## config.mk

```make
export PLATFORM = sky130hd
export DESIGN_NAME = jetpack_game_core
export DESIGN_NICKNAME = d
export VERILOG_FILES = /design/src/rtl/jetpack_pkg.sv /design/src/rtl/jetpack_game_core_tick_gen.sv /design/src/rtl/jetpack_game_core.sv
export SDC_FILE = /design/constraint.sdc
export NUM_CORES = 1
export LEC_CHECK = 0
export BUFFER_PORTS_ARGS = -buffer_cell sky130_fd_sc_hd__buf_4
export CORE_MARGIN = 1.5
export CORE_UTILIZATION = 54
export DETAILED_ROUTE_END_ITERATION = 7
export PLACE_DENSITY = 0.77
export RECOVER_POWER = 25
export SLEW_MARGIN = 20
export SYNTH_ARGS = -nofsm -noshare
export SYNTH_HDL_FRONTEND = slang
export SYNTH_SLANG_ARGS = --single-unit
```

## constraint.sdc

```tcl
create_clock -name clk -period 3.5 [get_ports clk]
set_input_delay 0.7 -clock clk [delete_from_list [all_inputs] [get_ports clk]]
set_output_delay 0.7 -clock clk [all_outputs]
set_load 0.02 [all_outputs]
```

## src/rtl/jetpack_pkg.sv

```systemverilog
// Shared geometry, colours and helpers for the Joyride Jetpack game engine.
// Every rectangle is half-open [lo,hi). Overlap tests use 11-bit coordinates so that right and bottom edges cannot overflow.
package jetpack_pkg;

  localparam int WIDTH_DEF   = 640;
  localparam int HEIGHT_DEF  = 480;

  localparam int PLAYER_X0   = 20;
  localparam int PLAYER_W    = 10;
  localparam int PLAYER_H    = 10;

  localparam int OBST_W      = 16;
  localparam int OBST_H      = 120;
  localparam int OBST_Y0_RST = 200;
  localparam int OBST_Y_OFS  = 40;

  localparam logic [7:0] LFSR_SEED = 8'hA5;

  typedef struct packed {
    logic [7:0] r;
    logic [7:0] g;
    logic [7:0] b;
  } rgb_t;

  localparam rgb_t COL_PLAYER  = 24'hFFFF00;
  localparam rgb_t COL_OBST    = 24'hFF0000;
  localparam rgb_t COL_BG      = 24'h000040;
  localparam rgb_t COL_BG_OVER = 24'h400000;
  localparam rgb_t COL_BLACK   = 24'h000000;

  // Fibonacci LFSR, taps 8,6,5,4 (maximal length, never reaches zero from a non-zero seed)
  function automatic logic [7:0] lfsr_next(input logic [7:0] s);
    return {s[6:0], s[7] ^ s[5] ^ s[4] ^ s[3]};
  endfunction

  function automatic logic span_overlap(input logic [10:0] a_lo, input logic [10:0] a_hi,
                                        input logic [10:0] b_lo, input logic [10:0] b_hi);
    return (a_lo < b_hi) && (b_lo < a_hi);
  endfunction

endpackage

```

## src/rtl/jetpack_game_core_tick_gen.sv

```systemverilog
// Physics pacing: a free-running divider produces a tick on each rising edge of the selected bit.
// A mod-SPEED_DIV tick counter then raises upd for one clk every SPEED_DIV ticks.
module tick_gen #(
  parameter int TICK_BIT  = 11,
  parameter int SPEED_DIV = 8
) (
  input  logic clk,
  input  logic reset,
  output logic upd
);

  localparam int DW = (SPEED_DIV > 1) ? $clog2(SPEED_DIV) : 1;

  // Counter bits above TICK_BIT never affect the tick, so the counter stops at TICK_BIT.
  logic [TICK_BIT:0] cnt;
  logic              cnt_msb_q;
  logic [DW-1:0]     tick_cnt;
  logic              tick;

  assign tick = cnt[TICK_BIT] & ~cnt_msb_q;
  assign upd  = tick && (tick_cnt == DW'(SPEED_DIV - 1));

  always_ff @(posedge clk or posedge reset) begin
    if (reset) begin
      cnt       <= '0;
      cnt_msb_q <= 1'b0;
      tick_cnt  <= '0;
    end else begin
      cnt       <= cnt + 1'b1;
      cnt_msb_q <= cnt[TICK_BIT];
      if (tick) tick_cnt <= upd ? '0 : tick_cnt + 1'b1;
    end
  end

endmodule

```

## src/rtl/jetpack_game_core.sv

```systemverilog
// Game engine: player physics, one scrolling obstacle, a sticky collision flag and a per-pixel colour mux.
// State advances on each upd strobe. Colour is combinational from (x,y), so it reaches the output in the same cycle.
module jetpack_game_core
  import jetpack_pkg::*;
#(
  parameter int WIDTH     = WIDTH_DEF,
  parameter int HEIGHT    = HEIGHT_DEF,
  parameter int TICK_BIT  = 11,
  parameter int SPEED_DIV = 8
) (
  input  logic       clk,
  input  logic       reset,
  input  logic       fly,
  input  logic [9:0] x,
  input  logic [8:0] y,
  output logic [7:0] r,
  output logic [7:0] g,
  output logic [7:0] b,
  output logic [8:0] y0,
  output logic       game_over
);

  localparam logic [9:0]  X_LIM  = 10'(WIDTH);
  localparam logic [8:0]  Y_LIM  = 9'(HEIGHT);
  localparam logic [8:0]  Y0_RST = 9'(HEIGHT / 2);
  localparam logic [8:0]  Y0_MAX = 9'(HEIGHT - PLAYER_H);
  localparam logic [10:0] PX_LO  = 11'(PLAYER_X0);
  localparam logic [10:0] PX_HI  = 11'(PLAYER_X0 + PLAYER_W);

  logic        upd;
  logic [9:0]  obs_x;
  logic [8:0]  obs_y0;
  logic [7:0]  lfsr;
  logic        hit;
  logic [10:0] obs_x_lo, obs_x_hi;
  logic [10:0] y0_lo, y0_hi;
  logic [10:0] obs_y_lo, obs_y_hi;
  logic [10:0] px, py;
  rgb_t        pix;

  tick_gen #(
    .TICK_BIT  (TICK_BIT),
    .SPEED_DIV (SPEED_DIV)
  ) u_tick_gen (
    .clk   (clk),
    .reset (reset),
    .upd   (upd)
  );

  assign obs_x_lo = {1'b0, obs_x};
  assign obs_x_hi = obs_x_lo + 11'(OBST_W);
  assign y0_lo    = {2'b00, y0};
  assign y0_hi    = y0_lo + 11'(PLAYER_H);
  assign obs_y_lo = {2'b00, obs_y0};
  assign obs_y_hi = obs_y_lo + 11'(OBST_H);
  assign px       = {1'b0, x};
  assign py       = {2'b00, y};

  assign hit = span_overlap(PX_LO, PX_HI, obs_x_lo, obs_x_hi) &&
               span_overlap(y0_lo, y0_hi, obs_y_lo, obs_y_hi);

  always_ff @(posedge clk or posedge reset) begin
    if (reset) begin
      y0        <= Y0_RST;
      obs_x     <= X_LIM;
      obs_y0    <= 9'(OBST_Y0_RST);
      lfsr      <= LFSR_SEED;
      game_over <= 1'b0;
    end else begin
      lfsr <= lfsr_next(lfsr);
      if (hit) game_over <= 1'b1;
      // A collision freezes the scene until reset.
      if (upd && !game_over) begin
        if (fly) begin
          if (y0 != '0) y0 <= y0 - 1'b1;
        end else if (y0 < Y0_MAX) begin
          y0 <= y0 + 1'b1;
        end
        if (obs_x == '0) begin
          obs_x  <= X_LIM;
          obs_y0 <= {1'b0, lfsr} + 9'(OBST_Y_OFS);
        end else begin
          obs_x <= obs_x - 1'b1;
        end
      end
    end
  end

  always_comb begin
    pix = COL_BLACK;
    if (x < X_LIM && y < Y_LIM) begin
      if (px >= PX_LO && px < PX_HI && py >= y0_lo && py < y0_hi)
        pix = COL_PLAYER;
      else if (px >= obs_x_lo && px < obs_x_hi && py >= obs_y_lo && py < obs_y_hi)
        pix = COL_OBST;
      else if (game_over)
        pix = COL_BG_OVER;
      else
        pix = COL_BG;
    end
  end

  assign r = pix.r;
  assign g = pix.g;
  assign b = pix.b;

endmodule

```

# Word level (Yosys, flattened, before mapping)
# Cells that the tools add are included.
# W data, S select, Z words.
[word_totals]
ff_bits = 53
word_cells = 66
[op_classes]
bitwise_logic = 5
reduce_logical = 18
n_mux = 9
n_addsub = 9
magnitude_cmp = 15
n_eq_ne = 2
[ops]
columns = ["operator", "n"]
rows = [
  ["$mux W24", 3],
  ["$lt A9 B10 Y1", 4],
  ["$mux W9", 3],
  ["$mux W23", 1],
  ["$lt A10 B5 Y1 const B", 2],
  ["$ge A9 B9 Y1", 2],
  ["$lt A9 B9 Y1 const B", 2],
  ["$add A12 B1 Y12 const B", 1],
  ["$logic_and A1 B1 Y1", 12],
  ["$add A10 B5 Y11 const B", 1],
  ["$lt A10 B11 Y1", 1],
  ["$lt A5 B11 Y1 const A", 1],
  ["$add A9 B4 Y10 const B", 1],
  ["$add A9 B7 Y10 const B", 1],
  ["$ge A10 B10 Y1", 1],
  ["$ge A10 B5 Y1 const B", 1],
  ["$logic_not A10 Y1", 1],
  ["$lt A10 B10 Y1 const B", 1],
  ["$mux W10", 1],
  ["$sub A10 B1 Y10 const B", 1],
  ["$add A8 B6 Y9 const B", 1],
  ["$add A9 B1 Y9 const B", 1],
  ["$reduce_bool A9 Y1", 1],
  ["$sub A9 B1 Y9 const B", 1],
  ["other kinds (11)", 13],
]

# Longest topological paths before layout
[depth]
ltp_word = 8
ltp_mapped = 12
mapped_depth_nobuf = 11

# By module
# A second synthesis with hierarchy kept.
[unflattened]
hier_cells = 500
area_unflattened_um2 = 4568.1
[by_module_without_submodules]
columns = ["mod", "cells_each", "n_inst", "area_each_um2"]
rows = [
  ["jetpack_game_core", 441, 1, 3882.5],
  ["tick_gen", 59, 1, 685.7],
]

# Worst setup path after synthesis
# Ideal clock, no wire load.
[synth_timing]
path_kind = "flip-flop to output port"
start = "register obs_y0[3]"
end = "output port r[1]"
n_path_buf = 1
arrival_time_ps = 3192
setup_slack_ps = -392
path_stages_with_launch = 13
path_cell_list = "dfstp_2 -> inv_1 -> ha_1 -> nand3_1 -> xnor2_1 -> ha_1 -> a21o_1 -> a221oi_1 -> a31oi_1 -> a31oi_1 -> nand4_1 -> o21ai_0 -> buf_4"
[synth_via]
elab_chain_cells = 6
word_cells_on_any_way = 8
cone_classes = "1 x add/sub; 2 x order compare; 3 x mux; 2 x reduce/logical"
[synth_lines]
columns = ["item", "line", "rtl"]
rows = [
  ["from (decl)", "jetpack_game_core.sv:32", "logic [8:0] obs_y0;"],
  ["from (signal assigned)", "jetpack_game_core.sv:66", "obs_y0 <= 9'(OBST_Y0_RST);"],
  ["from (signal assigned)", "jetpack_game_core.sv:81", "obs_y0 <= {1'b0, lfsr} + 9'(OBST_Y_OFS);"],
  ["$add A9 B7 Y10 / $ge A9 B9 Y1 (equally long branches)", "jetpack_game_core.sv:55, jetpack_game_core.sv:94", ""],
  ["$lt A9 B10 Y1 / $logic_and A1 B1 Y1 (equally long branches)", "jetpack_game_core.sv:94", "else if (px >= obs_x_lo && px < obs_x_hi && py >= obs_y_lo && py < obs_y_hi)"],
  ["$logic_and A1 B1 Y1 (*)", "jetpack_game_core.sv:94", ""],
  ["$mux W24 (*)", "jetpack_game_core.sv:94", ""],
  ["$mux W24 (*)", "jetpack_game_core.sv:92", "if (px >= PX_LO && px < PX_HI && py >= y0_lo && py < y0_hi)"],
  ["$mux W24 (*)", "jetpack_game_core.sv:91", "if (x < X_LIM && y < Y_LIM) begin"],
  ["to (decl)", "jetpack_game_core.sv:16", "output logic [7:0] r,"],
]
# Mark *: on every way between the ends. The rest lies on a longest branch, timed or not.

# Final worst setup path
[layout_timing]
start = "register obs_y0[3]"
end = "output port r[7]"
# Same word-level chain as after synthesis.

==> results.yml <==
sta:
  rsz0062_at_grt: "yes"
  timing.hold.ws_ns: 0.399
  tightest_slew_ns: 1.37
  setup_viol: 17
  max_freq_ghz: 0.264
  period_share_pct: 108
  post-route-min-period_ns: 3.79
  maxSlewViolCount: 0
  final.setup_skew_ns: 0.0130
  setup_ws_ns: -0.288
  fin_tns_setup_ns: -4.26
  finalHoldViolCount: 0
  relSlewSlack_pct: 8.33
clock_network:
  cts_tree: "yes"
  cts_max_level: 2
  root_buffer: "clkbuf_8"
  worst_skew_pair.late_latency_ns: 0.31
  clkSinkCount: 53
  numCtsBuffers: 5
  cts_hold_buf: 0
  clkSlewWorstSetupHoldPaths_ns: 0.09
  cts_max_path_buffers: 2
run_status:
  violations: "negative setup slack"
  outcome: "complete, but fails checks"
routing:
  ant_nets: 0
  post-route-drc-count: 0
  dr.pass1.iters: 4
  routed_wl_mm: 10.5
  viasPerCell: 5.67
  num_vias: 3788
  post_drt_wl_per_cell_um: 15.8
  initialDrtViolationCount: 186
yosys:
  yosys.area.top_type: "ha_1"
  synth.area.top_cells: "ha_1 22%, dfrtp_1 22%, dfstp_2 7.6%, xnor2_1 5.4%, o21ai_0 4.4%"
  yosysUniqueCellTypes: 58
  synth_top_cell_area_share_pct: 22.5
  synth-seq-cells: 53
  ys_seq_area_share_pct: 29.7
  yosysWarningCount: 0
  synth_top_flop_cell: "dfrtp_1"
  synth_commonest_cells: "81 x ha_1, 43 x inv_1, 40 x dfrtp_1, 40 x o21ai_0, 36 x nand2_1"
  syn-instance-count: 496
  synth_enable_flop_cells: 0
  synth_most_common_cell: "ha_1"
  synthArstFlopShare_pct: 100
  syn_avg_cell_area_um2: 9.10
  synthesis.area_um2: 4510
placed_design:
  place_congestion: 0.944
  post-place-ws_ns: -0.0387
  dp_hpwl_mm: 7.83
  placed_area_um2: 4950
  port_buffers: 48
  place_inst: 643
power:
  p_int_mw: 0.823
  p_sw_mw: 0.303
  total_power_mw: 1.13
  p_per_area_nw_per_um2: 208
  p_comb_share_pct: 14.5
  power_frac_seq_pct: 54.4
  power.leakage_nw: 2.53
  sw_frac_of_total_pct: 26.9
  pwr-share-clk_pct: 31.1
  peakVddDrop_mv: 0.213
global_routing:
  grt_use_total_pct: 24.6
  grt_pass1_vias: 3729
  grt_max_degree: 37
  grt-ovfl-total: 0
  grt_first_pass_wirelength_mm: 17.4
  antenna_found_initial: 0
final_layout:
  nets: 666
  drive_gt1_share_pct: 25.4
  postLayoutCellArea_um2: 5430
  syn2layout_area_growth_pct: 20.2
  stdcell_count: 668
  fin_util_pct: 66.4
  diodes: 0
die:
  ios: 56
  start_util_pct: 55.2
  fp.dieH_um: 94.4
  dieArea_um2: 8920
  core-area_um2: 8180
  rows: 33
  die_w_um: 94.4
flow_run:
  drv_cap: 0
critical_path:
  cp_data_required_time_ns: 2.80
  worstSetupStartpointType: "flop"
  crit_fanout: 6
  worst_setup_path_end_kind: "primary output"
  crit_type: "reg -> out"
  arrival_ns: 3.09
hold_path:
  min_path_type: "reg -> reg"
-- worst max-delay path, stage by stage, from the launching register on --
cell      delay (ns)
dfstp_2         0.60
inv_2           0.07
ha_4            0.18
nand3_4         0.07
xnor2_2         0.13
ha_1            0.27
a21o_1          0.19
a221oi_4        0.27
a31oi_1         0.07
a31oi_1         0.21
nand4_1         0.23
o21ai_4         0.23
buf_12          0.15
buf_6           0.11
-- layout by cell type, fill, tap and decap left out, drive strengths merged, types with 4 or more instances in the layout --
cell type / Yosys / routed
a21oi: 31 / 31
mux2: 5 / 5
clkbuf: 2 / 7
buf: 24 / 78
o2111ai: 4 / 4
nand4: 8 / 8
nand2b: 6 / 6
nor3: 11 / 11
xnor2: 28 / 28
dfrtp: 40 / 40
nor2b: 5 / 5
dfstp: 13 / 13
a31oi: 6 / 6
nand2: 36 / 36
o21ai: 40 / 40
and3: 7 / 7
a211oi: 5 / 5
conb: 1 / 7
or3: 4 / 4
nor2: 23 / 23
xor2: 10 / 10
ha: 81 / 81
o31ai: 4 / 4
a21o: 7 / 7
inv: 43 / 42
nand3: 15 / 15
-- area by class of cell --
type,instances,area [µm²]
Clock buffer,6,72.6
Clock inverter,2,15.0
Fill cell,659,2750
Inverter,43,165
Multi-Input combinational cell,380,3020
Sequential cell,53,1350
Tap cell,105,131
Timing Repair Buffer,79,669
-- state kept, by name, summed over array words and instances (netlist names) --
register	count
obs_y0	9
u_tick_gen.tick_cnt	3
u_tick_gen.cnt	12
game_over	1
obs_x	10
u_tick_gen.cnt_msb_q	1
y0	9
lfsr	8
-- cells by family (layout without fill, tap and decap cells) --
| kind of cell | Yosys count | count (layout) | share of synthesized area, % |
|---|---|---|---|
| other cells | 1 | 7 | 0.0831 |
| buf+inv | 69 | 130 | 7.95 |
| mux | 5 | 5 | 1.25 |
| xor+xnor | 38 | 38 | 7.37 |
| compound gates | 118 | 118 | 16.0 |
| fa+ha+maj | 82 | 82 | 22.9 |
| simple gates | 130 | 130 | 14.7 |
| flops | 53 | 53 | 29.7 |
-- path summary, 6_finish.rpt --
kind | from | to | slack (ns) | cells after the start
worst max-delay path | obs_y0[3]$_DFFE_PP1P_ | r[7] | -0.29 | 13
worst min-delay path | lfsr[1]$_DFF_PP0_ | lfsr[2]$_DFF_PP1_ | 0.40 | 0
worst max register to register | y0[4]$_DFFE_PP1P_ | game_over$_DFFE_PP0P_ | 1.00 | 9
worst min register to register | lfsr[1]$_DFF_PP0_ | lfsr[2]$_DFF_PP1_ | 0.40 | 0
max in group asynchronous | reset | obs_x[9]$_DFFE_PP1P_ | 1.73 | 3
min in group asynchronous | reset | u_tick_gen.cnt[8]$_DFF_PP0_ | 0.79 | 2
-- routing by layer --
layer / track usage, % / part of all wire [%]
met1: 32.4 / 45
met2: 41.7 / 48
met3: 2.82 / 4.8
met4: 8.83 / 2.5
met5: 0 / 0
-- what timing repair did --
item | in CTS | in global routing
buffers inserted | 12 | 5
setup endpoints to repair | 17 | 17
gates resized for setup | 40 | 16
pin swaps | 12 | 17
-- power by group through the flow --
stage / clock network, mW / registers (mW) / logic (mW)
finish: 0.351 / 0.613 / 0.163
global route: 0.382 / 0.613 / 0.183
CTS: 0.362 / 0.613 / 0.154
detailed placement: 0 / 0.624 / 0.146
global placement: 0 / 0.624 / 0.139
floorplan: 0 / 0.624 / 0.0948
No activity file was read; power rests on OpenSTA's default activity.
